--- config.mk ---
export PLATFORM = sky130hd
export DESIGN_NAME = seq_bit_serializer
export DESIGN_NICKNAME = d
export VERILOG_FILES = /design/src/rtl/seq_bit_serializer.sv
export SDC_FILE = /design/constraint.sdc
export NUM_CORES = 1
export LEC_CHECK = 0
export ABC_AREA = 0
export BUFFER_PORTS_ARGS = -buffer_cell sky130_fd_sc_hd__buf_2
export CAP_MARGIN = 20
export CORE_AREA = 2 2 67 69
export DETAILED_ROUTE_END_ITERATION = 10
export DIE_AREA = 0 0 69 71
export GPL_ROUTABILITY_DRIVEN = 0
export PLACE_DENSITY = 0.47
export SLEW_MARGIN = 30
export SYNTH_ARGS = -nofsm -noshare
export SYNTH_HDL_FRONTEND = slang
export SYNTH_SLANG_ARGS = --single-unit
--- constraint.sdc ---
create_clock -name clk -period 2.69 [get_ports clk]
set_clock_uncertainty 0.1 [all_clocks]
set_input_delay 0.807 -clock clk [delete_from_list [all_inputs] [get_ports clk]]
set_output_delay 0.807 -clock clk [all_outputs]
set_load 0.005 [all_outputs]
--- src/rtl/seq_bit_serializer.sv ---
// Parallel-to-serial front end feeding the detector's serial input X, one bit per clock.
// Define SER_PARITY_EN to append an even-parity cycle after every word.
module seq_bit_serializer #(
   parameter int DATA_W    = 8,
   parameter bit MSB_FIRST = 1'b1,
   parameter bit IDLE_BIT  = 1'b0,
   localparam int CW       = $clog2(DATA_W + 1)
) (
   input  logic              clk,
   input  logic              rst,
   input  logic [DATA_W-1:0] in_data,
   input  logic [CW-1:0]     in_len,
   input  logic              in_valid,
   output logic              in_ready,
   output logic              X,
   output logic              x_valid,
   output logic              frame_done,
   output logic              busy
);

   typedef enum logic [1:0] {IDLE, SHIFT, PARITY} state_t;

   state_t            state, state_n;
   logic [DATA_W-1:0] sreg, sreg_n;
   logic [CW-1:0]     cnt, cnt_n, len_eff;
   logic              x_n, xv_n, fd_n, busy_n;
   logic              accept, last_bit;
`ifdef SER_PARITY_EN
   logic              par, par_n;
`endif

   function automatic logic head(input logic [DATA_W-1:0] v);
      return MSB_FIRST ? v[DATA_W-1] : v[0];
   endfunction

   assign last_bit = (state == SHIFT) && (cnt == CW'(1));

   // Ready opens in the final cycle of a word so the next word follows with no gap.
`ifdef SER_PARITY_EN
   assign in_ready = !rst && ((state == IDLE) || (state == PARITY));
`else
   assign in_ready = !rst && ((state == IDLE) || last_bit);
`endif

   assign accept  = in_valid && in_ready;
   assign len_eff = ((in_len == '0) || (in_len > CW'(DATA_W))) ? CW'(DATA_W) : in_len;

   // NOTE: every variable gets a default at the top of always_comb; a missing branch would infer a latch.
   always_comb begin
      state_n = state;
      sreg_n  = sreg;
      cnt_n   = cnt;
`ifdef SER_PARITY_EN
      par_n   = par;
`endif
      if (accept) begin
         state_n = SHIFT;
         // MSB-first words are left-aligned so the head is always bit DATA_W-1.
         sreg_n  = MSB_FIRST ? (in_data << (DATA_W - int'(len_eff))) : in_data;
         cnt_n   = len_eff;
`ifdef SER_PARITY_EN
         par_n   = head(sreg_n);
`endif
      end else begin
         case (state)
            SHIFT: begin
               if (last_bit) begin
`ifdef SER_PARITY_EN
                  state_n = PARITY;
`else
                  state_n = IDLE;
`endif
                  cnt_n   = '0;
               end else begin
                  sreg_n = MSB_FIRST ? (sreg << 1) : (sreg >> 1);
                  cnt_n  = cnt - CW'(1);
`ifdef SER_PARITY_EN
                  par_n  = par ^ head(sreg_n);
`endif
               end
            end
            default: state_n = IDLE;
         endcase
      end

      x_n    = IDLE_BIT;
      fd_n   = 1'b0;
      xv_n   = (state_n != IDLE);
      busy_n = (state_n != IDLE);
      if (state_n == SHIFT) begin
         x_n = head(sreg_n);
`ifndef SER_PARITY_EN
         fd_n = (cnt_n == CW'(1));
`endif
      end
`ifdef SER_PARITY_EN
      if (state_n == PARITY) begin
         x_n  = par;
         fd_n = 1'b1;
      end
`endif
   end

   // NOTE: sequential state uses non-blocking assignments so every flop samples pre-edge values.
   always_ff @(posedge clk) begin
      if (rst) begin
         state      <= IDLE;
         sreg       <= '0;
         cnt        <= '0;
         X          <= IDLE_BIT;
         x_valid    <= 1'b0;
         frame_done <= 1'b0;
         busy       <= 1'b0;
`ifdef SER_PARITY_EN
         par        <= 1'b0;
`endif
      end else begin
         state      <= state_n;
         sreg       <= sreg_n;
         cnt        <= cnt_n;
         X          <= x_n;
         x_valid    <= xv_n;
         frame_done <= fd_n;
         busy       <= busy_n;
`ifdef SER_PARITY_EN
         par        <= par_n;
`endif
      end
   end

endmodule

-- After elaboration in Yosys (flattened, before gate mapping)
Cells that the tools add are included.
- bitwise operators: 1
- muxes and demuxes: 10
- shifts and indexed selects: 1
- equal/unequal tests: 5
- add/sub/neg operators: 2
- $lt $le $gt $ge: 1
- reduce and logical (&&, ||, !) cells: 12
- operators with widths (kind ; count):
    8-bit by 32-bit << shifter with 8-bit output ; 1
    8-bit two-way mux ; 3
    4-bit two-way mux ; 4
    4-bit by 1-bit equality test with 1-bit output (second input constant) ; 2
    2-bit two-way mux ; 3
    4-bit by 4-bit subtractor with 5-bit output (first input constant) ; 1
    2-bit by 1-bit equality test with 1-bit output (second input constant) ; 2
    4-bit greater-than comparator (second input constant) ; 1
    4-bit logical NOT ; 1
    2-bit nonzero test ; 2
    4-bit by 1-bit subtractor with 4-bit output (second input constant) ; 1
    1-bit logical AND ; 3
    2-bit logical NOT ; 1
    1-bit logical OR ; 2
    2-bit inequality test (second input constant) ; 1
    2-bit AND reduction ; 1
    2-bit OR reduction ; 1
    1-bit logical NOT ; 1
    1-bit NOT ; 1
- bits of input ports: 15
- output and inout bits: 5
- flip-flop bits (word level): 17
- word-level logic and storage cells: 39

-- Longest topological paths before layout
- word-level depth: 9
- depth in mapped cells: 9
- mapped depth without buffers: 7

-- Worst setup path after synthesis
Ideal clock, no wire load.
- path kind: input to register
- start: in in_len[0]
- end: reg sreg[6]
- arrival time: 2412 ps
- setup slack: 91 ps
- library setup time: 86 ps
- stages on the path: 9
- cells stage by stage: nor2b_2 buf_6 inv_2 ha_1 clkbuf_1 nand3_1 o21a_1 o31a_1 a221oi_2
- word-level cells in the longest chain between the ends: 6
- elaborated cells between the ends (all ways): 7
- those cells by class: add/sub: 1; order compare: 1; shift: 1; mux: 2; reduce/logical: 2
- ends and longest elaborated chain (what ; RTL line ; text):
    from (decl) ; 12 ; input logic [CW-1:0] in_len,
    4-bit greater-than comparator or 4-bit logical NOT (tied branches) ; 46 ; assign len_eff = ((in_len == '0) || (in_len > CW'(DATA_W))) ? CW'(DATA_W) : in_len;
    1-bit logical OR ; 46 ;
    4-bit two-way mux * ; 46 ;
    4-bit by 4-bit subtractor with 5-bit output * ; 59 ; sreg_n = MSB_FIRST ? (in_data << (DATA_W - int'(len_eff))) : in_data;
    8-bit by 32-bit << shifter with 8-bit output * ; 59 ;
    8-bit two-way mux * ; 56 ; if (accept) begin
    to (signal assigned) ; 119 ; sreg <= sreg_n;
    to (decl) ; 24 ; logic [DATA_W-1:0] sreg, sreg_n;
Mark *: on every way between the ends. The rest lies on a longest branch, timed or not.
A chain may end at the register's enable or synchronous reset.

-- Worst setup path after layout
- start: reg cnt[1]
- end: out in_ready
- word-level cells in the longest chain between the ends: 4
- ends and longest elaborated chain (what ; RTL line ; text):
    from (decl) ; 25 ; logic [CW-1:0] cnt, cnt_n, len_eff;
    from (signal assigned) ; 120 ; cnt <= cnt_n;
    4-bit by 1-bit equality test with 1-bit output ; 36 ; assign last_bit = (state == SHIFT) && (cnt == CW'(1));
    1-bit logical AND ; 36 ;
    1-bit logical OR ; 42 ; assign in_ready = !rst && ((state == IDLE) || last_bit);
    1-bit logical AND ; 42 ;
    to (decl) ; 14 ; output logic in_ready,
No other way between the ends.

==> impl_results.html <==
<table>
<tr><th>Metric</th><th>Value</th></tr>
<tr><th colspan="2">Status</th></tr>
<tr><td>Status</td><td>finished clean</td></tr>
<tr><th colspan="2">Synth</th></tr>
<tr><td>Sequential share of the synthesized area</td><td>0.283</td></tr>
<tr><td>Dominant register cell in the synthesized netlist</td><td>dfxtp_1</td></tr>
<tr><td>Synthesized area per cell</td><td>8.77 µm²</td></tr>
<tr><td>Synth unique cells</td><td>49</td></tr>
<tr><td>Syn. warnings</td><td>0</td></tr>
<tr><td>Asr flop ratio synth</td><td>0</td></tr>
<tr><td>Synth Instances</td><td>between 100 and 150</td></tr>
<tr><td>Number of flops mapped to enable cells by yosys</td><td>0</td></tr>
<tr><td>Number of nets produced by synthesis</td><td>155</td></tr>
<tr><td>Area of the mapped netlist</td><td>0.00120 mm²</td></tr>
<tr><td>Top-area cell type share of the netlist area</td><td>0.283</td></tr>
<tr><td>Biggest area consumer among synthesized cells</td><td>dfxtp_1</td></tr>
<tr><td>Biggest area contributors in the synthesized netlist</td><td>dfxtp_1, mux2i_1, nor2_1</td></tr>
<tr><td>Post-synthesis register bit count</td><td>17</td></tr>
<tr><th colspan="2">Critical path</th></tr>
<tr><td>Sort of element at the end of the critical path</td><td>primary output</td></tr>
<tr><td>Kind of start point of the critical path</td><td>register</td></tr>
<tr><td>Required time of the critical path</td><td>1.78 ns</td></tr>
<tr><td>Top fanout value on the critical path</td><td>4</td></tr>
<tr><td>Arrival time worst endpoint</td><td>1.68 ns</td></tr>
<tr><td>Crit path launch</td><td>cnt[1]</td></tr>
<tr><td>Beginning of the worst register-to-register path</td><td>cnt[1]</td></tr>
<tr><td>Setup Crit Path Kind</td><td>reg2out</td></tr>
<tr><th colspan="2">Layout</th></tr>
<tr><td>Number of nets at the end of the flow</td><td>179</td></tr>
<tr><td>Diode insertion count for antenna repair</td><td>0</td></tr>
<tr><td>Synth-to-layout area growth</td><td>17.2%</td></tr>
<tr><td>Layout cells sized above 1</td><td>0.294</td></tr>
<tr><th colspan="2">Min path</th></tr>
<tr><td>Worst hold path type</td><td>reg2reg</td></tr>
<tr><td>Worst Hold Launch</td><td>sreg[0]</td></tr>
<tr><th colspan="2">Pwr</th></tr>
<tr><td>Clock Power Share</td><td>0.308</td></tr>
<tr><td>Internal Pwr Total</td><td>0.439 mW</td></tr>
<tr><td>VDD IR-drop max</td><td>roughly 130 µV</td></tr>
<tr><td>Fraction of power consumed by combinational cells</td><td>0.250</td></tr>
<tr><td>Static leakage</td><td>around 0.58 nW</td></tr>
<tr><td>Switching component of the power</td><td>0.182 mW</td></tr>
<tr><td>Sequential Power Share</td><td>0.442</td></tr>
<tr><td>Final Total Pwr</td><td>0.621 mW</td></tr>
<tr><td>Total power divided by cell area</td><td>441 mW/mm²</td></tr>
<tr><td>Switching portion of total power</td><td>0.293</td></tr>
<tr><th colspan="2">Placement</th></tr>
<tr><td>Final HPWL from detailed placement</td><td>2.40 mm</td></tr>
<tr><td>Buffers on Ports</td><td>19</td></tr>
<tr><th colspan="2">Die</th></tr>
<tr><td>Die Footprint</td><td>~0.0049 mm²</td></tr>
<tr><td>Horizontal die dimension</td><td>a little under 70 µm</td></tr>
<tr><td>Die Y-Extent</td><td>~71 µm</td></tr>
<tr><td>Initial core utilization</td><td>0.286</td></tr>
<tr><td>Number of top-level pins</td><td>20</td></tr>
<tr><td>Row Count</td><td>24</td></tr>
<tr><td>Placeable Area</td><td>around 0.0042 mm²</td></tr>
<tr><th colspan="2">Clock tree</th></tr>
<tr><td>Reg clk slew, reported paths</td><td>0.07 ns</td></tr>
<tr><td>Clock latency reported for the late side of the worst-skew pair</td><td>0.25 ns</td></tr>
<tr><td># H-tree levels</td><td>1</td></tr>
<tr><td>Total setup buffers inserted after CTS</td><td>0</td></tr>
<tr><td>Clock sink count</td><td>17</td></tr>
<tr><td>Clock tree root buffer cell</td><td>clkbuf_8</td></tr>
<tr><td>TritonCTS buffer count</td><td>3</td></tr>
<tr><td>Longest Clk Path Bufs</td><td>2</td></tr>
<tr><td>Cts hold-fix bufs</td><td>0</td></tr>
<tr><td>CTS tree</td><td>built</td></tr>
<tr><td>Resized cells post-CTS</td><td>0</td></tr>
<tr><th colspan="2">Drt</th></tr>
<tr><td>Number of antenna-violating nets in the routed design</td><td>0</td></tr>
<tr><td>Via count normalized by instance count</td><td>a little over 5</td></tr>
<tr><td>Residual DRC</td><td>0</td></tr>
<tr><td>First-pass detailed-route iteration total</td><td>4</td></tr>
<tr><td>Total number of vias</td><td>1100</td></tr>
<tr><td>Number of design-rule violations left by the first detailed-router iteration</td><td>45</td></tr>
<tr><td>Aggregate routed wire length</td><td>slightly below 3 mm</td></tr>
<tr><td>Mean routed wirelength per cell</td><td>approximately 14 µm</td></tr>
<tr><th colspan="2">STA</th></tr>
<tr><td>F_max</td><td>0.386 GHz</td></tr>
<tr><td>RSZ-0062 raised after global routing</td><td>no</td></tr>
<tr><td>Minimum clock period after layout</td><td>2.59 ns</td></tr>
<tr><td>Sum of negative setup slack</td><td>0 ns</td></tr>
<tr><td>Final count of pins violating max slew</td><td>0</td></tr>
<tr><td>Number of setup violations in the final report</td><td>0</td></tr>
<tr><td>Hold_ws</td><td>roughly 0.37 ns</td></tr>
<tr><td>Post-route fraction of the period consumed by the critical path</td><td>0.963</td></tr>
<tr><td>Final-report hold violation count</td><td>0</td></tr>
<tr><th colspan="2">GRT</th></tr>
<tr><td>Wire length of the first global-routing pass</td><td>between 5 and 6 mm</td></tr>
<tr><td>Initial antenna violation count</td><td>0</td></tr>
<tr><td>GRT Residual Overflow</td><td>0</td></tr>
<tr><td>Overall track demand over capacity in global routing</td><td>0.125</td></tr>
<tr><td>Maximum number of pins on one net before global-route repair</td><td>10</td></tr>
<tr><td>Number of global-route vias before repair</td><td>1068</td></tr>
<tr><th colspan="2">Run</th></tr>
<tr><td>Max-cap violation count</td><td>0</td></tr>
</table>
## flip-flops by register name, summed over array words and instances (netlist names)
name / flops
sreg: 8
state: 2
frame_done: 1
busy: 1
X: 1
cnt: 4
## cell usage in the layout, fill, tap and decap left out, types with 3 or more instances in the layout
cell type,instances
a211oi_1,4
buf_4,7
nand2_1,11
o211ai_1,4
nor2b_1,3
inv_1,3
nor2_1,14
clkbuf_8,3
mux2i_1,11
o21ai_0,4
buf_2,19
dfxtp_1,16
a21oi_1,9
ha_1,3
nand3_1,4
nand2b_1,4
## cell type report
cell class | instances | area, µm²
clock buffers | 4 | 45.0
fillers | 458 | 2800
inverters | 5 | 18.8
multi-input cells | 108 | 790
flip-flops and latches | 17 | 342
well taps | 52 | 65.1
repair buffers | 26 | 148
## per-layer routing
| metal | vias up | part of all wire | track usage |
|---|---|---|---|
| li1 | 545 | - | - |
| met1 | 516 | 0.48 | 0.166 |
| met2 | 33 | 0.47 | 0.208 |
| met3 | 6 | 0.033 | 0.00997 |
| met4 | 0 | 0.021 | 0.0523 |
| met5 | - | 0 | 0 |
## kinds of logic (layout without fill, tap and decap cells)
group,after synthesis,count (layout),synth area share
DFF,17,17,0.283
and+or+nand+nor,52,52,0.242
buffers and inverters,12,35,0.0594
xor gates and xnor gates,2,2,0.0208
adders and majority gates,3,3,0.0313
other,1,1,0.00312
muxes,13,13,0.129
AOI/OAI and AO/OA,37,37,0.231
## through the flow
stage	setup WS, ns	instance area (µm²)	utilization	std cells
6_report	0.100	1410	0.335	212
5_1_grt	0.0236	1410	0.335	212
4_1_cts	0.0539	1410	0.335	212
3_5_place_dp	0.195	1360	0.324	208
3_3_place_gp	0.216	1360	0.324	208
2_1_floorplan	0.0915	1200	-	137
## critical path, cell delays in order (launching register included)
cell	delay, ns
dfxtp_1	0.32
inv_1	0.09
ha_1	0.20
or3b_4	0.43
a211oi_1	0.23
buf_2	0.15
## final timing paths
kind	cells after the start	end	slack, ns
worst max-delay path	5	in_ready	0.10
worst max register to register	6	sreg[0]	0.64
worst min register to register	2	sreg[0]	0.37
worst min-delay path	2	sreg[0]	0.37
## synth_stat cells, types with 2 or more instances
master and instances:
ha_1 3, nor3b_2 2, a31oi_1 2, inv_1 3, mux4_2 2, nor2b_1 3, clkbuf_1 3, o211ai_1 4
nand2_1 11, a21oi_1 9, nor2_1 14, a211oi_1 4, o21ai_0 4, nand2b_1 4, mux2i_1 11, dfxtp_1 17
o31a_1 2, buf_6 3, inv_2 2, and3_1 2, nand3_1 4
## power groups by stage
stage	sequential [mW]	clock, mW	combinational, mW
4_1_cts	0.274	0.196	0.156
5_1_grt	0.276	0.212	0.171
3_3_place_gp	0.279	0	0.155
6_report	0.274	0.191	0.155
2_1_floorplan	0.277	0	0.109
3_5_place_dp	0.280	0	0.156
Power figures use the tool's default switching activity.
